## src/rtl/calc_mini_pkg.sv

```systemverilog
// Shared types and constants for the calc_mini blocks.
// Holds the divider FSM state encoding and the default operand width.
package calc_mini_pkg;

   localparam int unsigned CALC_MINI_BW = 8;

   typedef enum logic [1:0] {
      IDLE = 2'd0,
      RUN  = 2'd1,
      DONE = 2'd2
   } calc_mini_state_t;

   // Iteration counter width; at least one bit so BW = 1 still elaborates.
   function automatic int unsigned calc_mini_cnt_w(input int unsigned bw);
      return (bw > 1) ? $clog2(bw) : 1;
   endfunction

endpackage

```

## src/rtl/calc_mini_div_step.sv

```systemverilog
// One restoring-division step: shift in the next dividend bit, trial-subtract
// the divisor and keep the difference only when it does not go negative.
module calc_mini_div_step
   import calc_mini_pkg::*;
#(
   parameter int unsigned BW = CALC_MINI_BW
) (
   input  logic [BW-1:0] rem_i,
   input  logic          dvd_bit_i,
   input  logic [BW-1:0] dvs_i,
   output logic [BW-1:0] rem_c,
   output logic          q_bit_c
);

   logic [BW:0]   shift;
   logic [BW+1:0] diff;

   // Remainder is always below the divisor, so the kept value fits in BW bits.
   always_comb begin
      shift   = {rem_i, dvd_bit_i};
      diff    = {1'b0, shift} - {2'b00, dvs_i};
      q_bit_c = ~diff[BW+1];
      rem_c   = q_bit_c ? BW'(diff) : BW'(shift);
   end

endmodule

```

## src/rtl/calc_mini_div.sv

```systemverilog
// Multi-cycle unsigned divider with valid/ready handshakes on both sides.
// Define CALC_MINI_DIV_CHECK_EN to add the chk_err self-check output.
module calc_mini_div
   import calc_mini_pkg::*;
#(
   parameter int unsigned BW = CALC_MINI_BW
) (
   input  logic          clk,
   input  logic          rst,
   input  logic          in_valid,
   output logic          in_ready,
   input  logic [BW-1:0] a,
   input  logic [BW-1:0] b,
   output logic          out_valid,
   input  logic          out_ready,
   output logic [BW-1:0] q,
   output logic [BW-1:0] r,
   output logic          div_zero
`ifdef CALC_MINI_DIV_CHECK_EN
   ,
   output logic          chk_err
`endif
);

   localparam int unsigned CW = calc_mini_cnt_w(BW);

   calc_mini_state_t state_q, state_d;
   logic [CW-1:0]    cnt_q, cnt_d;
   logic [BW-1:0]    dvd_q, dvd_d;
   logic [BW-1:0]    dvs_q, dvs_d;
   logic [BW-1:0]    rem_q, rem_d;
   logic [BW-1:0]    quo_q, quo_d;
   logic             dz_q, dz_d;
   logic             in_ready_q, in_ready_d;
   logic             out_valid_q, out_valid_d;
   logic [BW-1:0]    step_rem;
   logic             step_q_bit;

   calc_mini_div_step #(.BW(BW)) u_step (
      .rem_i     (rem_q),
      .dvd_bit_i (dvd_q[cnt_q]),
      .dvs_i     (dvs_q),
      .rem_c     (step_rem),
      .q_bit_c   (step_q_bit)
   );

   // Next-state, datapath update and handshake outputs.
   always_comb begin
      state_d = state_q;
      cnt_d   = cnt_q;
      dvd_d   = dvd_q;
      dvs_d   = dvs_q;
      rem_d   = rem_q;
      quo_d   = quo_q;
      dz_d    = dz_q;
      unique case (state_q)
         IDLE: begin
            if (in_valid && in_ready_q) begin
               dvd_d = a;
               dvs_d = b;
               if (b == '0) begin
                  quo_d   = '1;
                  rem_d   = a;
                  dz_d    = 1'b1;
                  state_d = DONE;
               end else begin
                  quo_d   = '0;
                  rem_d   = '0;
                  dz_d    = 1'b0;
                  cnt_d   = CW'(BW - 1);
                  state_d = RUN;
               end
            end
         end
         RUN: begin
            rem_d = step_rem;
            quo_d = BW'({quo_q, step_q_bit});
            if (cnt_q == '0) begin
               state_d = DONE;
            end else begin
               cnt_d = cnt_q - CW'(1);
            end
         end
         DONE: begin
            if (out_ready) begin
               state_d = IDLE;
            end
         end
         default: state_d = IDLE;
      endcase
      in_ready_d  = (state_d == IDLE);
      out_valid_d = (state_d == DONE);
   end

   always_ff @(posedge clk) begin
      if (rst) begin
         state_q     <= IDLE;
         cnt_q       <= '0;
         dvd_q       <= '0;
         dvs_q       <= '0;
         rem_q       <= '0;
         quo_q       <= '0;
         dz_q        <= 1'b0;
         in_ready_q  <= 1'b1;
         out_valid_q <= 1'b0;
      end else begin
         state_q     <= state_d;
         cnt_q       <= cnt_d;
         dvd_q       <= dvd_d;
         dvs_q       <= dvs_d;
         rem_q       <= rem_d;
         quo_q       <= quo_d;
         dz_q        <= dz_d;
         in_ready_q  <= in_ready_d;
         out_valid_q <= out_valid_d;
      end
   end

   assign in_ready  = in_ready_q;
   assign out_valid = out_valid_q;
   assign q         = quo_q;
   assign r         = rem_q;
   assign div_zero  = dz_q;

`ifdef CALC_MINI_DIV_CHECK_EN
   localparam int unsigned PW = 2 * BW;

   logic [PW-1:0] chk_prod;
   logic          chk_err_q, chk_err_d;

   // Recompose q*b + r from the values the result will hold in DONE.
   always_comb begin
      chk_prod  = PW'(quo_d) * PW'(dvs_d) + PW'(rem_d);
      chk_err_d = (state_d == DONE) && !dz_d &&
                  ((chk_prod != PW'(dvd_d)) || (rem_d >= dvs_d));
   end

   always_ff @(posedge clk) begin
      if (rst) begin
         chk_err_q <= 1'b0;
      end else begin
         chk_err_q <= chk_err_d;
      end
   end

   assign chk_err = chk_err_q;
`endif

endmodule

```

## config.mk

```make
export PLATFORM = sky130hd
export DESIGN_NAME = calc_mini_div
export DESIGN_NICKNAME = d
export VERILOG_FILES = /design/src/rtl/calc_mini_pkg.sv /design/src/rtl/calc_mini_div_step.sv /design/src/rtl/calc_mini_div.sv
export SDC_FILE = /design/constraint.sdc
export NUM_CORES = 1
export LEC_CHECK = 0
export BUFFER_PORTS_ARGS = -buffer_cell sky130_fd_sc_hd__buf_2
export CORE_MARGIN = 10
export CORE_UTILIZATION = 30
export CTS_BUF_LIST = sky130_fd_sc_hd__clkbuf_8
export DETAILED_ROUTE_END_ITERATION = 6
export MAX_ROUTING_LAYER = met4
export SYNTH_ARGS = -nofsm -noshare
export SYNTH_HDL_FRONTEND = slang
export SYNTH_SLANG_ARGS = --single-unit
```

## constraint.sdc

```tcl
create_clock -name clk -period 2.3 [get_ports clk]
set_input_delay 0.345 -clock clk [delete_from_list [all_inputs] [get_ports clk]]
set_output_delay 0.345 -clock clk [all_outputs]
set_load 0.005 [all_outputs]
```

# == Yosys cells after proc, flatten, opt, wreduce, memory -nomap -nowiden ==
# Index checks and enable logic that the tools add are counted.
# classes
add_sub_neg,2
n_mul,0
div_mod_pow,0
n_lt_le_gt_ge,1
n_eq_ne,6
shift,0
n_mux,19
bitwise,1
reduce_logical,9
# op_table
cell,n
$mux W8,5
$pmux W8 S2,2
$sub A9 B8 Y10,1
$mux W3,3
$logic_not A8 Y1,1
$mux W2,4
$ne A2 B2 Y1 const B,3
$pmux W2 S3,1
$pmux W3 S2,1
$eq A2 B2 Y1 const B,2
$logic_not A2 Y1,2
$lt A3 B4 Y1 const B,1
$reduce_and A2 Y1,2
$reduce_and A4 Y1,1
$bmux W1 S3,1
$logic_not A3 Y1,1
$sub A3 B1 Y3 const B,1
$eq A2 B1 Y1 const B,1
$mux W1,2
$reduce_bool A2 Y1,1
$logic_and A1 B1 Y1,1
$not A1 Y1,1
# totals
register_bits,40
latchBits,0
ramBits,0
romBits,0
inputBits,20
out_inout_bits,19
wordCells,47
memories,0

# == Depth between registers and ports, before layout ==
# Gate-level depths: netlist (run 1).
# logic_depth
ltp_word,5
depth_mapped,10
depth_no_buf,10

# == By module ==
# From an unflattened synthesis (run 1), not the netlist that was laid out.
# hier_totals
cells_unflattened,258
area_unflattened_um2,2208.4
# by_module_without_submodules
module,instances,cells_per_inst,area_each_um2,seq_area_each_um2
calc_mini_div,1,198,1711.6,800.8
calc_mini_div_step,1,60,496.7,0.0

# == Least setup slack after synthesis (run 1) ==
# No wires, ideal clock.
# synth_timing
path_type,register -> register
start,reg cnt_q[0]
end,reg rem_q[6] (netlist: r[6])
setup_time_ps,133
t_arrival_ps,2343
t_required_ps,2167
slack_ps,-176
path_stages_with_launch,11
path_buffers,0
synth_period_minus_slack_ps,2476
cell_sequence,dfxtp_1 -> mux4_2 -> mux2i_1 -> ha_1 -> inv_1 -> fa_1 -> a21oi_1 -> o211ai_1 -> a21oi_1 -> xor2_1 -> o221ai_1
# synth_between
elab_chain_len,5
# synth_rtl
item,line,rtl
start: declaration,calc_mini_div.sv:28,"logic [CW-1:0] cnt_q, cnt_d;"
start signal: assignment,calc_mini_div.sv:108,cnt_q <= cnt_d;
$bmux W1 S3,calc_mini_div.sv:41,".dvd_bit_i (dvd_q[cnt_q]),"
$mux W1 (not written as such),calc_mini_div.sv:41,
$sub A9 B8 Y10,calc_mini_div_step.sv:21,"diff = {1'b0, shift} - {2'b00, dvs_i};"
$mux W8,calc_mini_div_step.sv:23,rem_c = q_bit_c ? BW'(diff) : BW'(shift);
$pmux W8 S2,calc_mini_div.sv:56,unique case (state_q)
end signal: assignment,calc_mini_div.sv:111,rem_q <= rem_d;
end: declaration,calc_mini_div.sv:31,"logic [BW-1:0] rem_q, rem_d;"
# Every way passes these cells. The select of a mux whose other input is x is not followed.
# A chain may end at the register's enable or synchronous reset.

# == Final worst setup path (run 1) ==
# Ends and elaborated chain as after synthesis.

==> Implementation_results.wiki, run 1 <==
{| class="wikitable"
! Metric !! Value
|-
| Run status || complete, but fails checks
|-
| Violations in the final reports || setup timing
|-
| Post-detailed-routing wire length || 5.77 mm
|-
| Critical setup path kind || flop to flop
|-
| Number of iterations in the first detailed-routing pass || 4
|-
| Register bit total from synthesis || 40
|-
| Post-synthesis cell count || around 250
|-
| Routed wire per std cell || 14.9 um
|-
| Startpoint kind of the worst setup timing path || flop
|-
| Chip width || approximately 100 um
|-
| Arrival time of data at the critical path endpoint || 2.67 ns
|-
| Number of placed I/O pins || 39
|-
| Clock tree from TritonCTS || built
|-
| Share of synthesized flip-flops with an asynchronous set or reset || 0%
|-
| Number of maximum-capacitance constraint violations || 0
|-
| Largest net degree at the start of global routing || between 40 and 50
|-
| Ys flop type || sky130_fd_sc_hd__dfxtp_1
|-
| DRC || 0
|-
| Setup repair after global routing missed its margin || yes
|-
| Worst Clk Skew || 0.00816 ns
|-
| Dpl cells || 379
|-
| Post-layout total power || 0.00283 W
|-
| Tcrit/Tclk final || 109%
|-
| Post-synth EDFFs || 0
|-
| Synth warn || 0
|-
| Fillers || 751
|-
| Number of cell rows || 30
|-
| Placed wire-length estimate || 4.35 mm
|-
| Final cell utilization of the core || 37.9%
|-
| Syn Std Cell Area || between 2000 and 2500 um^2
|-
| H-tree levels || 2
|-
| Die outline area || 10,800 um^2
|-
| Final count of negative-setup-slack endpoints || 5
|-
| Number of port buffers || 38
|-
| Layout cells sized above 1 || 26.4%
|-
| Starting Density || ~31%
|-
| Mean instance size in the synthesized netlist || 8.65 um^2
|-
| Commonest non-fill, non-tap cell in the layout || sky130_fd_sc_hd__dfxtp_1
|-
| Portion of the post-synthesis area used by sequential elements || 37.8%
|-
| Starting DRT DRC Count || 89
|-
| Minimum clock period || roughly 2.5 ns
|-
| Total vias in the final route || 1,942
|-
| Synthesis-to-layout area growth || 22.3%
|-
| Total gr overflow || 0
|-
| Via count of the first global-routing pass || 1,956
|-
| Maximum net fanout on the critical path || 3
|-
| First-pass GRT wire length || 9.60 mm
|-
| Core Area || roughly 6800 um^2
|-
| Weighted congestion reported at the end of routability-driven placement || ~0.85
|-
| Pwr Density || 1090 nW/um^2
|-
| Tot GR Track Use || 10.8%
|-
| Diode insertion count for antenna repair || 0
|-
| Setup slack, reg-to-reg || -0.20 ns
|-
| Initial antenna violation count || 0
|-
| Path class of the lowest-slack min-delay path || input port to flop
|-
| Worst slew margin || 42.2%
|-
| Clock buffer count from CTS || 5
|-
| Worst-margin pin slew || 0.867 ns
|-
| Net count after synthesis || 276
|-
| Total clock sinks || 40
|-
| Die height || 104 um
|-
| Most frequent cells in the layout || sky130_fd_sc_hd__dfxtp_1 (39), sky130_fd_sc_hd__nand2_1 (38), sky130_fd_sc_hd__buf_2 (38)
|-
| Via-per-instance ratio || about 5
|-
| Clock tree root buffer cell || sky130_fd_sc_hd__clkbuf_8
|-
| Number of pins exceeding their max-slew limit in the final report || 0
|-
| Final non-filler cell total || ~390
|-
| Critical path required time || 2.47 ns
|-
| Achievable clock frequency || 400 MHz
|-
| Clock transition at the registers of the reported paths || 0.09 ns
|-
| Post-synth cell types || 49
|-
| Clock Path Buffers || 2
|-
| Post-route antenna net violation count || 0
|-
| Leakage component of the power || 1.06 nW
|-
| Kind of end point of the critical path || flop
|-
| Clock latency at the later pin of the worst-skew pair || 0.30 ns
|-
| Maximum VDD drop || between 0.4 and 0.5 mV
|-
| Final #Nets || 322
|-
| Crit path setup slack, layout || -0.200 ns
|-
| Final Hold Viols || 0
|}
==> synthesized netlist by cell type (2+ instances only) <==
master	instances	area share [%]
sky130_fd_sc_hd__a21o_1	3	1.1
sky130_fd_sc_hd__a21oi_1	35	8.3
sky130_fd_sc_hd__a221oi_2	2	1.4
sky130_fd_sc_hd__a22oi_1	7	2.5
sky130_fd_sc_hd__a311oi_1	2	0.83
sky130_fd_sc_hd__a31oi_1	9	2.7
sky130_fd_sc_hd__and3_1	6	1.8
sky130_fd_sc_hd__clkbuf_1	7	1.2
sky130_fd_sc_hd__clkbuf_8	2	1.3
sky130_fd_sc_hd__dfxtp_1	40	38
sky130_fd_sc_hd__ha_1	10	5.9
sky130_fd_sc_hd__inv_1	13	2.3
sky130_fd_sc_hd__mux2i_1	4	1.9
sky130_fd_sc_hd__mux4_2	2	2.1
sky130_fd_sc_hd__nand2_1	38	6.7
sky130_fd_sc_hd__nand2b_1	4	1.2
sky130_fd_sc_hd__nand4_1	2	0.59
sky130_fd_sc_hd__nand4b_1	2	0.83
sky130_fd_sc_hd__nor2_1	8	1.4
sky130_fd_sc_hd__nor2b_1	5	1.5
sky130_fd_sc_hd__nor3_1	4	0.95
sky130_fd_sc_hd__o211ai_1	2	0.71
sky130_fd_sc_hd__o21ai_0	5	1.2
sky130_fd_sc_hd__o22ai_1	4	1.2
sky130_fd_sc_hd__o32ai_1	2	0.83
sky130_fd_sc_hd__or4_1	2	0.71
sky130_fd_sc_hd__xnor2_1	2	0.83
sky130_fd_sc_hd__xor2_1	2	0.83
==> logic make-up (layout without fill, tap and decap cells) <==
family,after synthesis,after routing,share of synthesized area [%]
AO/OA/AOI/OAI,77,77,23.9
XOR/XNOR,4,4,1.65
adder cells (fa/ha/maj),11,11,6.85
buffers and inverters,25,72,5.79
flip-flops,40,40,37.8
multiplexers,6,6,4.02
AND/OR/NAND/NOR,82,82,20.0
==> worst max-delay path: stages, from the launching register on <==
cell	delay, ns
sky130_fd_sc_hd__dfxtp_4	0.37
sky130_fd_sc_hd__mux4_2	0.51
sky130_fd_sc_hd__mux2i_2	0.18
sky130_fd_sc_hd__ha_2	0.21
sky130_fd_sc_hd__inv_2	0.04
sky130_fd_sc_hd__fa_2	0.34
sky130_fd_sc_hd__a21oi_2	0.18
sky130_fd_sc_hd__o211ai_1	0.10
sky130_fd_sc_hd__a21oi_1	0.18
sky130_fd_sc_hd__xor2_1	0.16
sky130_fd_sc_hd__o221ai_1	0.11
==> path summary, 6_finish.rpt <==
kind	from	to	depth (start not counted)
hold reg to reg	dvs_q[5]	dvs_q[5]	2
setup reg to reg	cnt_q[0]	r[6]	10
setup / recovery	cnt_q[0]	r[6]	10
hold / removal	b[1]	dvs_q[1]	3
==> layer usage <==
layer	wire length (um)	part of all wire [%]	up-vias	global-route usage (%)
met2	2610	45	28	16.4
met1	3000	52	931	14.2
met5	0	0	-	-
met3	122	2.1	5	2.17
met4	39	0.68	0	2.68
li1	-	-	978	-
==> layout make-up <==
cell class                 count  area (um^2)  share of cell area (%)
clock buffer                   5         68.8                    2.66
clock inverter                 3         46.3                    1.79
inverter                      13         48.8                    1.88
multi-input combinational    180         1210                    46.6
sequential                    40          805                    31.0
tap                           96          120                    4.64
timing repair buffer          51          295                    11.4
==> stage by stage <==
stage,TNS (ns),instance area (um^2),hold slack [ns],setup WS [ns]
4_1_cts,-0.316,2570,0.284,-0.215
2_1_floorplan,-0.0450,2130,0.417,-0.0450
3_5_place_dp,-0.278,2450,0.449,-0.201
5_1_grt,-1.46,2590,0.292,-0.395
6_report,-0.419,2590,0.292,-0.200
3_3_place_gp,-0.204,2450,0.443,-0.151
==> flip-flops by register name (all words and copies together), names as in the netlist <==
name	cells
div_zero	1
q	8
in_ready	1
r	8
out_valid	1
dvd_q	8
state_q	2
dvs_q	8
cnt_q	3
==> repair_timing <==
action	CTS	global route
hold buffers	0	0
pin swaps	1	6
setup buffers	0	1
resized for setup	1	7
hold endpoints to repair	0	0
gates cloned	0	0
endpoints found under the setup margin	5	9
==> power by group <==
group          internal, W  switching (W)
sequential        0.000792      0.0000947
combinational     0.000644       0.000698
clock             0.000327       0.000278
total              0.00176        0.00107
Note: power is estimated with default switching activity, not from simulation.
==> run 2, diff against run 1 <==
--- a/config.mk
+++ b/config.mk
@@ -8,9 +8,9 @@
 export BUFFER_PORTS_ARGS = -buffer_cell sky130_fd_sc_hd__buf_2
 export CORE_MARGIN = 10
 export CORE_UTILIZATION = 30
-export CTS_BUF_LIST = sky130_fd_sc_hd__clkbuf_8
 export DETAILED_ROUTE_END_ITERATION = 6
 export MAX_ROUTING_LAYER = met4
+export RECOVER_POWER = 50
 export SYNTH_ARGS = -nofsm -noshare
 export SYNTH_HDL_FRONTEND = slang
 export SYNTH_SLANG_ARGS = --single-unit
==> constraint.sdc (replaced) <==
create_clock -name clk -period 2.8 [get_ports clk]
set_input_delay 0.42 -clock clk [delete_from_list [all_inputs] [get_ports clk]]
set_output_delay 0.42 -clock clk [all_outputs]
set_load 0.005 [all_outputs]
==> run 2 against run 1 <==
  * The flow now finishes without violations
  * Sequential power fell by 17%
  * Setup slack better by 0.40 ns
  * Die area is the same
  * Clock power down 16%
  * Sequential share of layout area is 1.2 points higher
  * Largest power group unchanged
  * Global-route usage grew 0.091 points
  * Routed wire length up 0.76%
  * Highest routed layer unchanged
  * Non-clock buffer count is 9 lower
  * Total power is 22% lower
  * Flip-flop and latch count stayed put
  * Largest cell class unchanged
  * Combinational power is 29% lower
  * Core utilization is 1.5 points lower
==> Implementation_results.wiki, run 2 (synthesized netlist as in run 1, its figures left out) <==
{| class="wikitable"
! Metric !! Value
|-
| Run status || complete, no violations
|-
| Post-detailed-routing wire length || 5.82 mm
|-
| Clock tree root buffer cell || sky130_fd_sc_hd__clkbuf_8
|-
| Worst min-delay path startpoint || a[7]
|-
| Maximum VDD drop || roughly 0.38 mV
|-
| Synthesis-to-layout area growth || 17.5%
|-
| First-pass GRT wire length || 9.56 mm
|-
| Via-per-instance ratio || 5.01
|-
| Clock tree from TritonCTS || built
|-
| Number of cell rows || 30
|-
| Setup slack, reg-to-reg || 0.20 ns
|-
| Total clock sinks || 40
|-
| Worst-margin pin slew || 0.583 ns
|-
| Starting DRT DRC Count || 121
|-
| Critical Path Slowest Stage Cell || sky130_fd_sc_hd__mux4_2
|-
| Fillers || 764
|-
| Achievable clock frequency || about 380 MHz
|-
| Clock Path Buffers || 2
|-
| Most frequent cells in the layout || sky130_fd_sc_hd__dfxtp_1 (39), sky130_fd_sc_hd__nand2_1 (38), sky130_fd_sc_hd__a21oi_1 (34)
|-
| Worst Clk Skew || 0.00900 ns
|-
| Starting Density || 31.0%
|-
| Layout cells sized above 1 || 16.6%
|-
| DRC || 0
|-
| Post-route antenna net violation count || 0
|-
| Hold depth || 3
|-
| Initial antenna violation count || 0
|-
| Number of placed I/O pins || 39
|-
| Worst path buffer plus inverter count || 1
|-
| R2r startpoint || cnt_q[0]
|-
| Worst slew margin || between 60% and 70%
|-
| Total vias in the final route || 1,898
|-
| Clock transition at the registers of the reported paths || ~0.090 ns
|-
| Startpoint kind of the worst setup timing path || flop
|-
| Delay of the slowest cell on the worst path || 0.51 ns
|-
| Leakage component of the power || about 0.94 nW
|-
| Share of total power consumed by net switching || 38.4%
|-
| Total net switching power || 0.000844 W
|-
| Multi-input logic area || 1200 um^2
|-
| Kind of end point of the critical path || flop
|-
| Number of iterations in the first detailed-routing pass || 4
|-
| Critical setup path kind || flop to flop
|-
| DP Area || ~2400 um^2
|-
| Number of pins exceeding their max-slew limit in the final report || 0
|-
| Number of port buffers || 38
|-
| Via count of the first global-routing pass || ~1,900
|-
| Hold Path End || dvd_q[7]
|-
| Post-route standard cell area excluding fillers || about 2500 um^2
|-
| Sum of negative setup slack || 0 ns
|-
| Number of maximum-capacitance constraint violations || 0
|-
| Diode insertion count for antenna repair || 0
|-
| Chip width || about 100 um
|-
| Share of total power in sequential cells || between 30% and 40%
|-
| Hold buffers post-CTS || 0
|-
| Clock latency at the later pin of the worst-skew pair || about 0.29 ns
|-
| Final Hold Viols || 0
|-
| Register Area || 802 um^2
|-
| Internal power || 0.00135 W
|-
| Path class of the lowest-slack min-delay path || input port to flop
|-
| Die height || 104 um
|-
| Buffer count from post-CTS setup fixing || 0
|-
| Share of power burned in the clock network || ~23%
|-
| Setup repair after global routing missed its margin || no
|-
| Largest net degree at the start of global routing || 25
|-
| H-tree levels || 2
|-
| Series of cell instances along the critical path || mux4_2, mux2i_2, ha_1, inv_1, fa_1, a21oi_2, o211ai_1, a21oi_1, xor2_1, o221ai_1
|-
| Critical path required time || 2.97 ns
|-
| Routed wire per std cell || 15.3 um
|-
| Share of total power in combinational logic || 43.4%
|-
| Pwr Density || 882 nW/um^2
|-
| Kind of cell adding the most delay to the critical path || multiplexers
|-
| Core Area || 6830 um^2
|-
| Placed wire-length estimate || 4.33 mm
|-
| Total gr overflow || 0
|-
| Minimum clock period || roughly 2.6 ns
|-
| Weighted congestion reported at the end of routability-driven placement || about 0.86
|-
| Tcrit/Tclk final || 93.0%
|-
| Arrival time of data at the critical path endpoint || 2.77 ns
|-
| Die outline area || 10,800 um^2
|-
| Final #Nets || 313
|-
| Worst reg2reg path depth || 10
|-
| Clock buffer count from CTS || 5
|-
| Tot GR Track Use || between 10% and 20%
|-
| Commonest non-fill, non-tap cell in the layout || sky130_fd_sc_hd__dfxtp_1
|-
| Final Hold Slack || 0.370 ns
|-
| Final count of negative-setup-slack endpoints || 0
|-
| Capture point of the worst reg-to-reg path || r[6]
|-
| Maximum net fanout on the critical path || 4
|}
[run 2: final cells by class]
type                       count  area share [%]
clock buffer                   6            3.32
clock inverter                 2            1.56
inverter                      13            1.96
multi-input combinational    180            48.3
sequential                    40            32.2
tap                           96            4.82
timing repair buffer          42            7.84
[run 2: repair_timing]
item,CTS,global route
gates resized for setup,0,3
setup endpoints to repair,0,7
hold endpoints to repair,0,0
[run 2: worst reg2reg max path, delay by kind of cell, from the launching register on]
family                   cells  cell delay, ns
flip-flops                   1            0.38
multiplexers                 2            0.70
buffers and inverters        1            0.06
XOR/XNOR                     1            0.17
AO/OA/AOI/OAI                4            0.57
adder cells (fa/ha/maj)      2            0.61
[run 2: worst max-delay path by stage]
| stage | cells past startpoint | endpoint | startpoint |
|---|---|---|---|
| 2_1_floorplan | 10 | r[6] | cnt_q[0] |
| 3_3_place_gp | 10 | r[6] | cnt_q[0] |
| 3_5_place_dp | 10 | r[6] | cnt_q[0] |
| 4_1_cts | 10 | r[6] | cnt_q[0] |
| 5_1_grt | 10 | r[6] | cnt_q[0] |
| 6_report | 10 | r[6] | cnt_q[0] |
[run 2: metal layers]
| metal | share of wire (%) | GRT usage [%] | wire, um |
|---|---|---|---|
| met1 | 50 | 14.3 | 2880 |
| met2 | 46 | 16.4 | 2660 |
| met3 | 3.8 | 2.42 | 220 |
| met4 | 0.83 | 2.78 | 48 |
| met5 | 0 | - | 0 |
[run 2: metrics by stage]
stage / total power, W / setup WS, ns / cells / util [%]
4_1_cts: 0.00220 / 0.101 / 379 / 36.7
3_5_place_dp: 0.00169 / 0.119 / 371 / 34.9
5_1_grt: 0.00234 / 0.0206 / 379 / 36.4
6_report: 0.00220 / 0.196 / 379 / 36.4
3_3_place_gp: 0.00167 / 0.186 / 371 / 34.9
2_1_floorplan: 0.00146 / 0.324 / 245 / -
[run 2: power by group through the flow]
stage | clock (W) | sequential [W] | combinational [W]
floorplan | 0 | 0.000724 | 0.000738
global placement | 0 | 0.000742 | 0.000932
detailed placement | 0 | 0.000747 | 0.000945
global route | 0.000538 | 0.000747 | 0.00106
finish | 0.000507 | 0.000736 | 0.000954
CTS | 0.000518 | 0.000734 | 0.000951
